<file path="src/rtl/hold_timer_array.sv">
// N-channel hold-time detector: each channel flags once its input has been held high
// for T_eff consecutive cycles, with sticky or retrigger detection.

module hold_timer_ch #(
    parameter int CNT_W  = 20,
    parameter bit STICKY = 1'b1
) (
    input  logic             i_clk,
    input  logic             i_rst_n,
    input  logic             en,
    input  logic [CNT_W-1:0] t_eff,
    input  logic             data,
    input  logic             clr,
    output logic             det,
    output logic             pulse,
    output logic             busy
);
    typedef enum logic [1:0] {IDLE, CNTR, DONE} state_t;

    state_t           state, state_n;
    logic [CNT_W-1:0] cnt, cnt_n;
    logic             pulse_n;
    logic [CNT_W:0]   cnt_inc;

    // One extra bit so the compare stays exact even when the threshold drops mid-count.
    assign cnt_inc = {1'b0, cnt} + {{CNT_W{1'b0}}, 1'b1};

    always_ff @(posedge i_clk or negedge i_rst_n) begin
        if (!i_rst_n) begin
            state <= IDLE;
            cnt   <= '0;
            pulse <= 1'b0;
        end else begin
            state <= state_n;
            cnt   <= cnt_n;
            pulse <= pulse_n;
        end
    end

    always_comb begin
        state_n = state;
        cnt_n   = cnt;
        if (!en || clr) begin
            state_n = IDLE;
            cnt_n   = '0;
        end else begin
            unique case (state)
                IDLE: if (data) begin
                    cnt_n   = {{(CNT_W-1){1'b0}}, 1'b1};
                    state_n = (t_eff == {{(CNT_W-1){1'b0}}, 1'b1}) ? DONE : CNTR;
                end
                CNTR: if (!data) begin
                    state_n = IDLE;
                    cnt_n   = '0;
                end else if (cnt_inc >= {1'b0, t_eff}) begin
                    state_n = DONE;
                end else begin
                    cnt_n = cnt_inc[CNT_W-1:0];
                end
                DONE: if (!STICKY && !data) begin
                    state_n = IDLE;
                    cnt_n   = '0;
                end
                default: begin
                    state_n = IDLE;
                    cnt_n   = '0;
                end
            endcase
        end
        pulse_n = (state_n == DONE) && (state != DONE);
    end

    assign det  = (state == DONE);
    assign busy = (state == CNTR);
endmodule

module hold_timer_array #(
    parameter int N_CH   = 4,
    parameter int CNT_W  = 20,
    parameter bit STICKY = 1'b1
) (
    input  logic             i_clk,
    input  logic             i_rst_n,
    input  logic             i_en,
    input  logic [CNT_W-1:0] i_thresh,
    input  logic [N_CH-1:0]  i_data,
    input  logic [N_CH-1:0]  i_clr,
    output logic [N_CH-1:0]  o_det,
    output logic [N_CH-1:0]  o_pulse,
    output logic [N_CH-1:0]  o_busy,
    output logic             o_any
);
    logic [CNT_W-1:0] t_eff;

    // A zero threshold behaves as one: detect on the first high sample.
    assign t_eff = (i_thresh == '0) ? {{(CNT_W-1){1'b0}}, 1'b1} : i_thresh;

    for (genvar g = 0; g < N_CH; g++) begin : g_ch
        hold_timer_ch #(.CNT_W(CNT_W), .STICKY(STICKY)) u_ch (
            .i_clk  (i_clk),
            .i_rst_n(i_rst_n),
            .en     (i_en),
            .t_eff  (t_eff),
            .data   (i_data[g]),
            .clr    (i_clr[g]),
            .det    (o_det[g]),
            .pulse  (o_pulse[g]),
            .busy   (o_busy[g])
        );
    end

    assign o_any = |o_det;
endmodule

</file>
<file path="config.mk">
export PLATFORM = sky130hd
export DESIGN_NAME = hold_timer_array
export DESIGN_NICKNAME = d
export VERILOG_FILES = /design/src/rtl/hold_timer_array.sv
export SDC_FILE = /design/constraint.sdc
export NUM_CORES = 1
export LEC_CHECK = 0
export BUFFER_PORTS_ARGS = -buffer_cell sky130_fd_sc_hd__buf_2
export CELL_PAD_IN_SITES_DETAIL_PLACEMENT = 1
export CELL_PAD_IN_SITES_GLOBAL_PLACEMENT = 1
export CORE_MARGIN = 3
export CORE_UTILIZATION = 45
export DETAILED_ROUTE_END_ITERATION = 10
export PLACE_DENSITY_LB_ADDON = 0.3
export SKIP_LAST_GASP = 1
export SYNTH_ARGS = -nofsm -noshare
export SYNTH_HDL_FRONTEND = slang
export SYNTH_SLANG_ARGS = --single-unit
</file>
<file path="constraint.sdc">
create_clock -name i_clk -period 10.9 [get_ports i_clk]
set_input_delay 2.18 -clock i_clk [delete_from_list [all_inputs] [get_ports i_clk]]
set_output_delay 2.18 -clock i_clk [all_outputs]
set_load 0.02 [all_outputs]
</file>
Yosys cells after proc, flatten, opt, wreduce, memory -nomap -nowiden
Index checks and enable logic that the tools add are counted.

cells by class
  add/subtract/negate cells = 4
  multipliers = 0
  div/mod/pow operators = 0
  $lt $le $gt $ge = 4
  equality and inequality tests = 29
  shift-type cells = 0
  multiplexer cells = 42
  bitwise logic cells = 0
  reduce and logical (&&, ||, !) cells = 19

operator list
  cell                                                    number
  two-way mux 20 bit                                      17
  case mux 20 bit (3 select lines)                        4
  adder 20 x 1 -> 21 bit (second input constant)          4
  >= comparator 21 x 20 -> 1 bit                          4
  two-way mux 2 bit                                       17
  case mux 2 bit (3 select lines)                         4
  equality test 20 x 1 -> 1 bit (second input constant)   1
  logical NOT 20 bit                                      1
  equality test 2 bit (second input constant)             8
  inequality test 2 bit (second input constant)           8
  inequality test 4 bit (second input constant)           4
  inequality test 3 x 2 -> 1 bit (second input constant)  4
  AND reduction 3 bit                                     4
  equality test 2 x 1 -> 1 bit (second input constant)    4
  logical NOT 2 bit                                       4
  logical AND 1 bit                                       4
  logical OR 1 bit                                        4
  OR reduction 4 bit                                      1
  logical NOT 1 bit                                       1

word-level totals
  flip-flop bits (word level) = 92
  latch bits = 0
  bits in writable memories = 0
  memory bits (read-only) = 0
  input bits = 31
  output and inout port bits = 13
  logic and storage cells = 110
  memories = 0

Longest topological paths before layout
Gate-level depths: netlist of the first run.

  word-level depth = 9
  mapped depth = 18
  mapped depth without buffers = 15

Hierarchy
Synthesis of the first run repeated with hierarchy kept, for this count alone.

unflattened totals
  cells, all modules = 967
  area total of the unflattened synthesis = 8,264.2 sq um

by module, submodules not included
  module                             instances  cells each  area each (sq um)  seq. area each (sq um)
  hold_timer_ch at g_ch[0].u_ch ...  3          239         2,055.7            575.6
  hold_timer_ch at g_ch[1].u_ch      1          223         1,943.1            575.6
  hold_timer_array                   1          27          153.9              0.0

Least setup slack after synthesis of the first run
No wires, ideal clock.

  kind = in2reg
  from = input port i_thresh[12]
  to = register g_ch[2].u_ch.cnt[14]
  setup time = 0.078 ns
  data arrival time = 5.014 ns
  data required time = 10.822 ns
  setup slack = 5.808 ns
  stages = 13
  path buffers = 1
  cells stage by stage = nor4_1 -> nand4_1 -> nor4_1 -> or2_2 -> ha_1 -> nand2b_1 -> a21oi_1 -> o31ai_1 -> o2111ai_1 -> nand3_1 -> buf_2 -> or4_1 -> a21oi_1

between the ends
  word-level cells in the longest chain between the ends = 5

RTL lines
  what                                        line  text
  start, declared                             85    input logic [CNT_W-1:0] i_thresh,
  logical NOT 20 bit                          96    assign t_eff = (i_thresh == '0) ? {{(CNT_W-1){1'b0}}, 1'b1} : i_thresh;
  two-way mux 20 bit (*)                      96
  >= comparator 21 x 20 -> 1 bit (*)          55    end else if (cnt_inc >= {1'b0, t_eff}) begin
  inequality test 4 bit (no source line) (*)  -
  AND reduction 3 bit (no source line) (*)    -
  end signal, assigned                        35    cnt <= cnt_n;
  end, declared                               21    logic [CNT_W-1:0] cnt, cnt_n;

Mark *: on every way between the ends. The rest lies on a longest branch, timed or not.
A chain may end at the register's enable or synchronous reset.

Worst setup path after layout of the first run
  from = input port i_thresh[1]
  to = register g_ch[2].u_ch.cnt[9]

Same word-level chain as after synthesis.

==> results of run 1 <==
## critical path, cell delays in order
cell       delay [ns]
buf_2            0.11
nor4_1           0.53
nand4_1          0.18
nor4_2           0.51
or2_2            0.27
ha_1             0.23
nand2b_1         0.13
a21oi_1          0.14
o31ai_1          0.08
o2111ai_1        0.25
nand3_1          0.59
or4_1            0.71
a21oi_1          0.15
## kinds of logic (layout without fill, tap and decap cells)
kind of cell / Yosys count / count (layout) / share of synthesized area [%]
muxes: 1 / 1 / 0.126
xor gates and xnor gates: 79 / 79 / 8.71
AOI/OAI and AO/OA: 245 / 245 / 19.1
DFF: 92 / 92 / 29.0
and+or+nand+nor: 362 / 362 / 24.6
adders and majority gates: 84 / 84 / 13.2
buffers and inverters: 86 / 99 / 5.24
## state kept, by name (all words and copies together), names as in the netlist
register,count
g_ch.u_ch.pulse,4
g_ch.u_ch.cnt,80
g_ch.u_ch.state,8
## synth_stat cells (17+ instances only)
master	number	area share, %
a21oi_1	78	4.9
nand2_1	67	3.2
nand3_1	63	4.0
xor2_1	35	3.9
clkbuf_1	18	0.85
inv_1	36	1.7
nor3_1	17	1.1
ha_1	84	13
nand4_1	18	1.4
xnor2_1	44	4.8
dfrtp_1	92	29
and3_1	27	2.1
o21ai_0	62	3.9
nor2b_1	21	1.7
nor2_1	69	3.3
## routing by layer
layer  vias up  global-route usage [%]
li1       3468                       -
met1      3610                    35.5
met2       143                    39.3
met3        28                    3.00
met4         0                    8.03
met5         -                       0
## worst max-delay path by stage
stage / startpoint / end
6_report: i_thresh[1] / g_ch[2].u_ch.cnt[9]
5_1_grt: i_thresh[1] / g_ch[1].u_ch.cnt[3]
2_1_floorplan: i_thresh[12] / g_ch[2].u_ch.cnt[14]
3_3_place_gp: i_thresh[12] / g_ch[2].u_ch.cnt[9]
3_5_place_dp: i_thresh[1] / g_ch[2].u_ch.cnt[14]
4_1_cts: i_thresh[1] / g_ch[2].u_ch.cnt[9]
## power by group
group          total, mW  switching, mW  internal (mW)
logic             0.0763         0.0544         0.0219
registers          0.347        0.00404          0.343
clock network      0.322          0.144          0.178
total              0.745          0.202          0.543
## cell type report
class / count / share of cell area (%)
timing repair buffer: 47 / 2.92
clock inverter: 4 / 0.590
inverter: 36 / 1.59
sequential: 92 / 27.1
multi-input combinational: 771 / 61.7
tap: 220 / 3.25
clock buffer: 12 / 2.79
## metrics by stage
stage	hold slack (ns)	setup slack, ns	util, %	std cells
after floorplan	0.484	5.81	-	949
after global placement	0.504	4.89	48.4	1166
after detailed placement	0.517	4.75	48.4	1166
after CTS	0.532	5.12	50.1	1182
after global routing	0.571	4.59	50.1	1182
final	0.534	5.10	50.1	1182
==> flow_summary_export.csv, run 1 <==
group,metric,value,unit
status,status,"completed",
cts,ctsResizeCount,0,
routing,ant_nets,0,
synth,syn_area,0.00795,mm²
routing,totalWireLength,24000,µm
cts,clockBufferDepth,2,
cts,ctsHoldBuffers,0,
routing,routed.top_layer,"met4",
sta,finalClockSkew,0.00696,ns
routing,drcViolationCount,0,
finish,multi_input_area,0.00524,mm²
finish,area_delta_synth_final,6.72,%
cts,root_buffer,"clkbuf_16",
floorplan,die_area,0.0193,mm²
hold_path,hold_depth,1,
cts,numCtsBuffers,9,
synth,synthFlopType,"dfrtp_1",
hold_path,whs_endpoint,"g_ch[0].u_ch.cnt[1]",
routing,avgViaCountPerCell,6.13,
worst_setup_path,regToRegStartpoint,"g_ch[3].u_ch.cnt[0]",
synth,synth_edf_count,0,
finish,diodes,0,
power_and_ir_drop,power_density,87.8,mW/mm²
sta,tns,0,ns
cts,h-tree-depth,3,
cts,numClockSinks,92,
cts,cts_setup_buffers,0,
worst_setup_path,cp_max_fo,21,
synth,syn_inst,949,
finish,final_area,0.00848,mm²
worst_setup_path,start_kind,"input port",
synth,ys_seq_area_share,29.0,%
floorplan,rows,47,
floorplan,start_util,46.9,%
placed_design,placed_area,0.00820,mm²
sta,max_slew_margin,26.9,%
routing,wl_met3,935,µm
routing,dr.pass1.iters,4,
floorplan,die_w,139,µm
worst_setup_path,r2r_end,"g_ch[3].u_ch.cnt[8]",
synth,yosysWarnings,0,
sta,min_period,5.80,ns
global_routing,track_usage,24.8,%
flow_run,cap_violations,0,
floorplan,ios,44,
worst_setup_path,crit_type,"in2reg",
routing,routedWlPerCell,20.3,µm
worst_setup_path,crit_required,11.17,ns
sta,hold_viol_final,0,
sta,max_freq,172,MHz
routing,route.met2.wl,10900,µm
sta,finalCritPeriodShare,53.2,%
worst_setup_path,crit_arrival,6.07,ns
finish,nNetsFinal,1072,
routing,drt_iter0_markers,491,
finish,nFillCells,2089,
worst_setup_path,ff2ff_path_depth,15,
synth,synthArstFlopShare,100,%
synth,ys_types,69,
cts,clk_pin_slew,0.07,ns
sta,slew_violations,0,
finish,regArea,0.00230,mm²
global_routing,grt_max_degree,75,
placed_design,place_congestion,0.868,
sta,rsz0062_at_grt,"no",
worst_setup_path,cp-end-kind,"flip-flop",
finish,final_cell_mix,"92 x dfrtp_1, 84 x ha_1, 78 x a21oi_1, 69 x nor2_1, 67 x nand2_1",
worst_setup_path,rrSetupSlack,5.94,ns
routing,vias,7249,
global_routing,grt_remaining_overflow,0,
placed_design,io_buffers,43,
hold_path,hold_class,"reg2reg",
routing,wl_met1,11600,µm
floorplan,core_area,0.0169,mm²
sta,setup_viol,0,
synth,ys_seq_elements,92,
floorplan,die_h,139,µm
placed_design,hpwl,17700,µm
finish,drive_gt1_share,9.46,%
cts,cts_tree,"built",
global_routing,antenna_found_initial,0,
sta,worstMarginPinSlew,1.09,ns
hold_path,min-delay-start,"g_ch[0].u_ch.cnt[1]",
synth,syn_nets,1064,
global_routing,first_global_vias,7322,
finish,layout_commonest_cell,"dfrtp_1",
power_and_ir_drop,power,745,µW
synth,syn-mean-instance-area,8.37,µm²
cts,insertion_delay,0.35,ns
power_and_ir_drop,vdd_drop_max,0.0787,mV
global_routing,grt_pass1_wl,39000,µm
power_and_ir_drop,p_leak,3.97,nW
(Power assumes the default switching activity.)
==> run 2: changes to the inputs <==
clock period = 6 ns   (was 10.9 ns; I/O delays follow)
==> flow_summary_export.csv, run 2 (synthesis gave the netlist of run 1 again) <==
group,metric,value,unit
status,status,"completed",
finish,area_delta_synth_final,7.49,%
sta,worstMarginPinSlew,1.04,ns
routing,totalWireLength,24100,µm
finish,nFillCells,2074,
worst_setup_path,regToRegStartpoint,"g_ch[3].u_ch.cnt[0]",
worst_setup_path,cp-end-kind,"flip-flop",
routing,drcViolationCount,0,
hold_path,hold_depth,1,
global_routing,grt_max_degree,48,
global_routing,track_usage,25.1,%
cts,h-tree-depth,3,
finish,final_cell_mix,"92 x dfrtp_1, 84 x ha_1, 78 x a21oi_1, 69 x nor2_1, 67 x nand2_1",
routing,vias,7215,
sta,setup_viol,0,
hold_path,min-delay-start,"g_ch[0].u_ch.cnt[1]",
sta,hold_viol_final,0,
worst_setup_path,crit_arrival,4.97,ns
finish,final_area,0.00854,mm²
finish,regArea,0.00230,mm²
sta,max_slew_margin,30.5,%
cts,ctsHoldBuffers,0,
sta,max_freq,213,MHz
finish,multi_input_area,0.00524,mm²
cts,root_buffer,"clkbuf_16",
cts,clockBufferDepth,2,
floorplan,core_area,0.0169,mm²
power_and_ir_drop,vdd_drop_max,0.138,mV
floorplan,die_w,139,µm
routing,drt_iter0_markers,503,
cts,ctsResizeCount,0,
hold_path,hold_class,"reg2reg",
sta,min_period,4.69,ns
sta,tns,0,ns
worst_setup_path,r2r_end,"g_ch[3].u_ch.cnt[8]",
worst_setup_path,cp_max_fo,8,
cts,numCtsBuffers,9,
routing,dr.pass1.iters,5,
global_routing,grt_remaining_overflow,0,
floorplan,rows,47,
placed_design,placed_area,0.00821,mm²
finish,layout_commonest_cell,"dfrtp_1",
sta,rsz0062_at_grt,"no",
cts,cts_tree,"built",
finish,top_register,"g_ch.u_ch.cnt",
worst_setup_path,crit_type,"in2reg",
finish,nNetsFinal,1074,
placed_design,hpwl,17700,µm
routing,avgViaCountPerCell,6.09,
floorplan,ios,44,
cts,cts_setup_buffers,0,
cts,clk_pin_slew,0.07,ns
floorplan,die_area,0.0193,mm²
power_and_ir_drop,p_leak,4.01,nW
floorplan,die_h,139,µm
power_and_ir_drop,power_density,166,mW/mm²
sta,slew_violations,0,
cts,insertion_delay,0.36,ns
worst_setup_path,rrSetupSlack,1.43,ns
worst_setup_path,ff2ff_path_depth,15,
routing,routedWlPerCell,20.3,µm
global_routing,grt_pass1_wl,39300,µm
finish,largest_reg_flops,80,
global_routing,first_global_vias,7320,
flow_run,cap_violations,0,
placed_design,dpl.cell_count,1168,
sta,finalClockSkew,0.00744,ns
routing,ant_nets,0,
global_routing,antenna_found_initial,0,
placed_design,place_congestion,0.867,
hold_path,whs_endpoint,"g_ch[0].u_ch.cnt[1]",
finish,fin_cells,1184,
finish,drive_gt1_share,9.96,%
worst_setup_path,start_kind,"input port",
finish,diodes,0,
finish,reg_top3,"g_ch.u_ch.cnt x80, g_ch.u_ch.state x8, g_ch.u_ch.pulse x4",
sta,finalCritPeriodShare,78.2,%
worst_setup_path,crit_required,6.28,ns
cts,numClockSinks,92,
floorplan,start_util,46.9,%
placed_design,io_buffers,43,
run 2: power breakdown:
part,internal [mW],switching (mW),leakage (nW)
combinational,0.0397,0.0994,2.57
clock,0.381,0.267,0.165
sequential,0.623,0.00710,1.28
run 2: worst max-delay path by stage:
stage | start | endpoint | slack [ns] | cells past startpoint
after global placement | i_thresh[12] | g_ch[2].u_ch.cnt[13] | 1.33 | 14
after floorplan | i_thresh[12] | g_ch[2].u_ch.cnt[14] | 1.89 | 13
final | i_thresh[1] | g_ch[2].u_ch.cnt[13] | 1.31 | 14
after CTS | i_thresh[1] | g_ch[2].u_ch.cnt[13] | 1.41 | 14
after detailed placement | i_thresh[1] | g_ch[2].u_ch.cnt[13] | 1.05 | 14
after global routing | i_thresh[1] | g_ch[2].u_ch.cnt[13] | 1.03 | 14
run 2: worst max-delay path, cell delays in order:
cell and delay (ns):
buf_2 0.11, nor4_1 0.62, nand4_1 0.21, nor4_2 0.53, or2_2 0.29, ha_1 0.24, nand2b_1 0.14, a21oi_1 0.16
o31ai_1 0.09, o2111ai_1 0.27, and2_1 0.27, nand3_1 0.28, or3_1 0.40, a21oi_1 0.14
run 2: metrics by stage:
step                setup slack [ns]  utilization (%)  hold WS (ns)  power [mW]
floorplan                       1.89                -         0.484       0.716
global placement                1.33             48.5         0.510       0.776
detailed placement              1.05             48.5         0.518       0.780
CTS                             1.41             50.4         0.550        1.43
global route                    1.03             50.4         0.566        1.47
finish                          1.31             50.4         0.548        1.42
run 2: metal layers:
layer	track usage [%]	vias up	share of wire, %
met2	39.9	136	46
met4	7.42	0	2.2
met3	4.45	35	4.1
met5	0	-	0
li1	-	3454	-
met1	35.0	3590	48
run 2: cell type report:
| type | instances | area share, % |
|---|---|---|
| clock buffer | 14 | 3.44 |
| clock inverter | 2 | 0.454 |
| inverter | 36 | 1.58 |
| multi-input combinational | 771 | 61.3 |
| sequential | 92 | 26.9 |
| tap | 220 | 3.22 |
| timing repair buffer | 49 | 3.08 |
==> run 3: changes to the inputs <==
clock period = 4.6 ns   (was 6 ns; I/O delays follow)
==> flow_summary_export.csv, run 3 (synthesis gave the netlist of run 1 again) <==
group,metric,value,unit
routing,drt_iter0_markers,453,
finish,final_cell_mix,"92 x dfrtp_1, 84 x ha_1, 78 x a21oi_1, 67 x nand2_1, 67 x nor2_1",
worst_setup_path,ff2ff_path_depth,15,
cts,cts_setup_buffers,0,
sta,layout_setup_ws,0.323,ns
global_routing,grt_max_degree,64,
floorplan,rows,47,
cts,insertion_delay,0.36,ns
power_and_ir_drop,p_leak,4.05,nW
finish,layout_commonest_cell,"dfrtp_1",
cts,h-tree-depth,3,
sta,finalClockSkew,0.00616,ns
worst_setup_path,crit_arrival,4.55,ns
placed_design,place_congestion,0.857,
finish,diodes,0,
cts,clk_pin_slew,0.07,ns
placed_design,io_buffers,43,
finish,area_delta_synth_final,8.42,%
sta,finalCritPeriodShare,93.0,%
sta,hold_viol_final,0,
worst_setup_path,slowest_stage,"dfrtp_1",
finish,regArea,0.00230,mm²
worst_setup_path,crit_path_max_incr_delay,0.52,ns
power_and_ir_drop,power_density,214,mW/mm²
worst_setup_path,crit_type,"reg2reg",
cts,ctsHoldBuffers,0,
placed_design,post-place-ws,0.368,ns
finish,drive_gt1_share,11.1,%
routing,totalWireLength,24300,µm
global_routing,track_usage,25.0,%
floorplan,die_area,0.0193,mm²
floorplan,start_util,46.9,%
floorplan,ios,44,
routing,ant_nets,0,
worst_setup_path,cp_max_fo,21,
sta,rsz0062_at_grt,"no",
sta,max_freq,234,MHz
floorplan,die_h,139,µm
finish,top_register,"g_ch.u_ch.cnt",
worst_setup_path,path_cells,"nand4_1 -> nor2_1 -> nand4_1 -> nor2_2 -> nand2_1 -> xnor2_1 -> ha_1 -> nand3_1 -> o22ai_1 -> or3_1 -> a31oi_4 -> nand3_1 -> buf_4 -> or4_1 -> a21oi_1",
routing,routedWlPerCell,20.3,µm
flow_run,cap_violations,0,
routing,drcViolationCount,0,
sta,tns,0,ns
floorplan,die_w,139,µm
sta,whs,0.547,ns
worst_setup_path,cp-end-kind,"flip-flop",
worst_setup_path,crit_required,4.88,ns
sta,min_period,4.28,ns
global_routing,antenna_found_initial,1,
finish,nFillCells,2084,
placed_design,hpwl,17900,µm
sta,slew_violations,0,
sta,max_slew_margin,21.6,%
finish,fin_cells,1194,
cts,root_buffer,"clkbuf_16",
power_and_ir_drop,vdd_drop_max,0.219,mV
cts,cts_tree,"built",
routing,vias,7345,
routing,avgViaCountPerCell,6.15,
finish,reg_top3,"g_ch.u_ch.cnt x80, g_ch.u_ch.state x8, g_ch.u_ch.pulse x4",
hold_path,hold_class,"reg2reg",
global_routing,grt_pass1_wl,39400,µm
sta,setup_viol,0,
floorplan,core_area,0.0169,mm²
worst_setup_path,cp.depth,15,
cts,numCtsBuffers,9,
finish,largest_reg_flops,80,
finish,nNetsFinal,1084,
status,status,"completed",
global_routing,grt_remaining_overflow,0,
routing,dr.pass1.iters,5,
placed_design,dpl.cell_count,1178,
worst_setup_path,start_kind,"flip-flop",
cts,ctsResizeCount,0,
sta,worstMarginPinSlew,1.17,ns
hold_path,hold_depth,1,
worst_setup_path,cp_top_family,"simple AND/OR/NAND/NOR gates",
power_and_ir_drop,power,1.84,mW
cts,numClockSinks,92,
global_routing,first_global_vias,7390,
finish,multi_input_area,0.00524,mm²
worst_setup_path,critPathBufInv,1,
cts,clockBufferDepth,2,
## run 3: metrics by stage
stage	instance area [µm²]	utilization, %
after floorplan	7950	-
after global placement	8290	48.9
after detailed placement	8290	48.9
after CTS	8610	50.8
after global routing	8620	50.9
final	8620	50.9
## run 3: worst register-to-register path, cell delays in order, from the launching register on
cell	delay [ns]
dfrtp_1	0.52
nand4_1	0.28
nor2_1	0.33
nand4_1	0.31
nor2_2	0.28
nand2_1	0.15
xnor2_1	0.19
ha_1	0.25
nand3_1	0.12
o22ai_1	0.08
or3_1	0.39
a31oi_4	0.26
nand3_1	0.12
buf_4	0.22
or4_1	0.52
a21oi_1	0.17
## run 3: final timing paths
path,startpoint,end,slack (ns)
setup / recovery,g_ch[2].u_ch.cnt[0],g_ch[2].u_ch.cnt[9],0.32
hold / removal,g_ch[3].u_ch.cnt[19],g_ch[3].u_ch.cnt[19],0.55
setup reg to reg,g_ch[2].u_ch.cnt[0],g_ch[2].u_ch.cnt[9],0.32
hold reg to reg,g_ch[3].u_ch.cnt[19],g_ch[3].u_ch.cnt[19],0.55
max in group asynchronous,i_rst_n,g_ch[1].u_ch.cnt[18],2.97
min in group asynchronous,i_rst_n,g_ch[3].u_ch.cnt[5],0.65
## run 3: power by group
| group | switching (mW) | internal (mW) | leakage [nW] |
|---|---|---|---|
| logic | 0.128 | 0.0532 | 2.62 |
| clock network | 0.349 | 0.491 | 0.151 |
| registers | 0.00859 | 0.812 | 1.28 |
| total | 0.486 | 1.36 | 4.05 |
## run 3: layout make-up
type	count	share of cell area (%)
Multi-Input combinational cell	771	60.8
Sequential cell	92	26.7
Timing Repair Buffer	59	3.92
Tap cell	220	3.19
Clock buffer	10	2.77
Inverter	36	1.57
Clock inverter	6	1.02
## run 3: layer usage
layer	global-route usage [%]	part of all wire (%)
met2	39.0	45
met1	35.6	48
met5	0	0.054
met4	8.24	2.5
met3	3.79	4.0
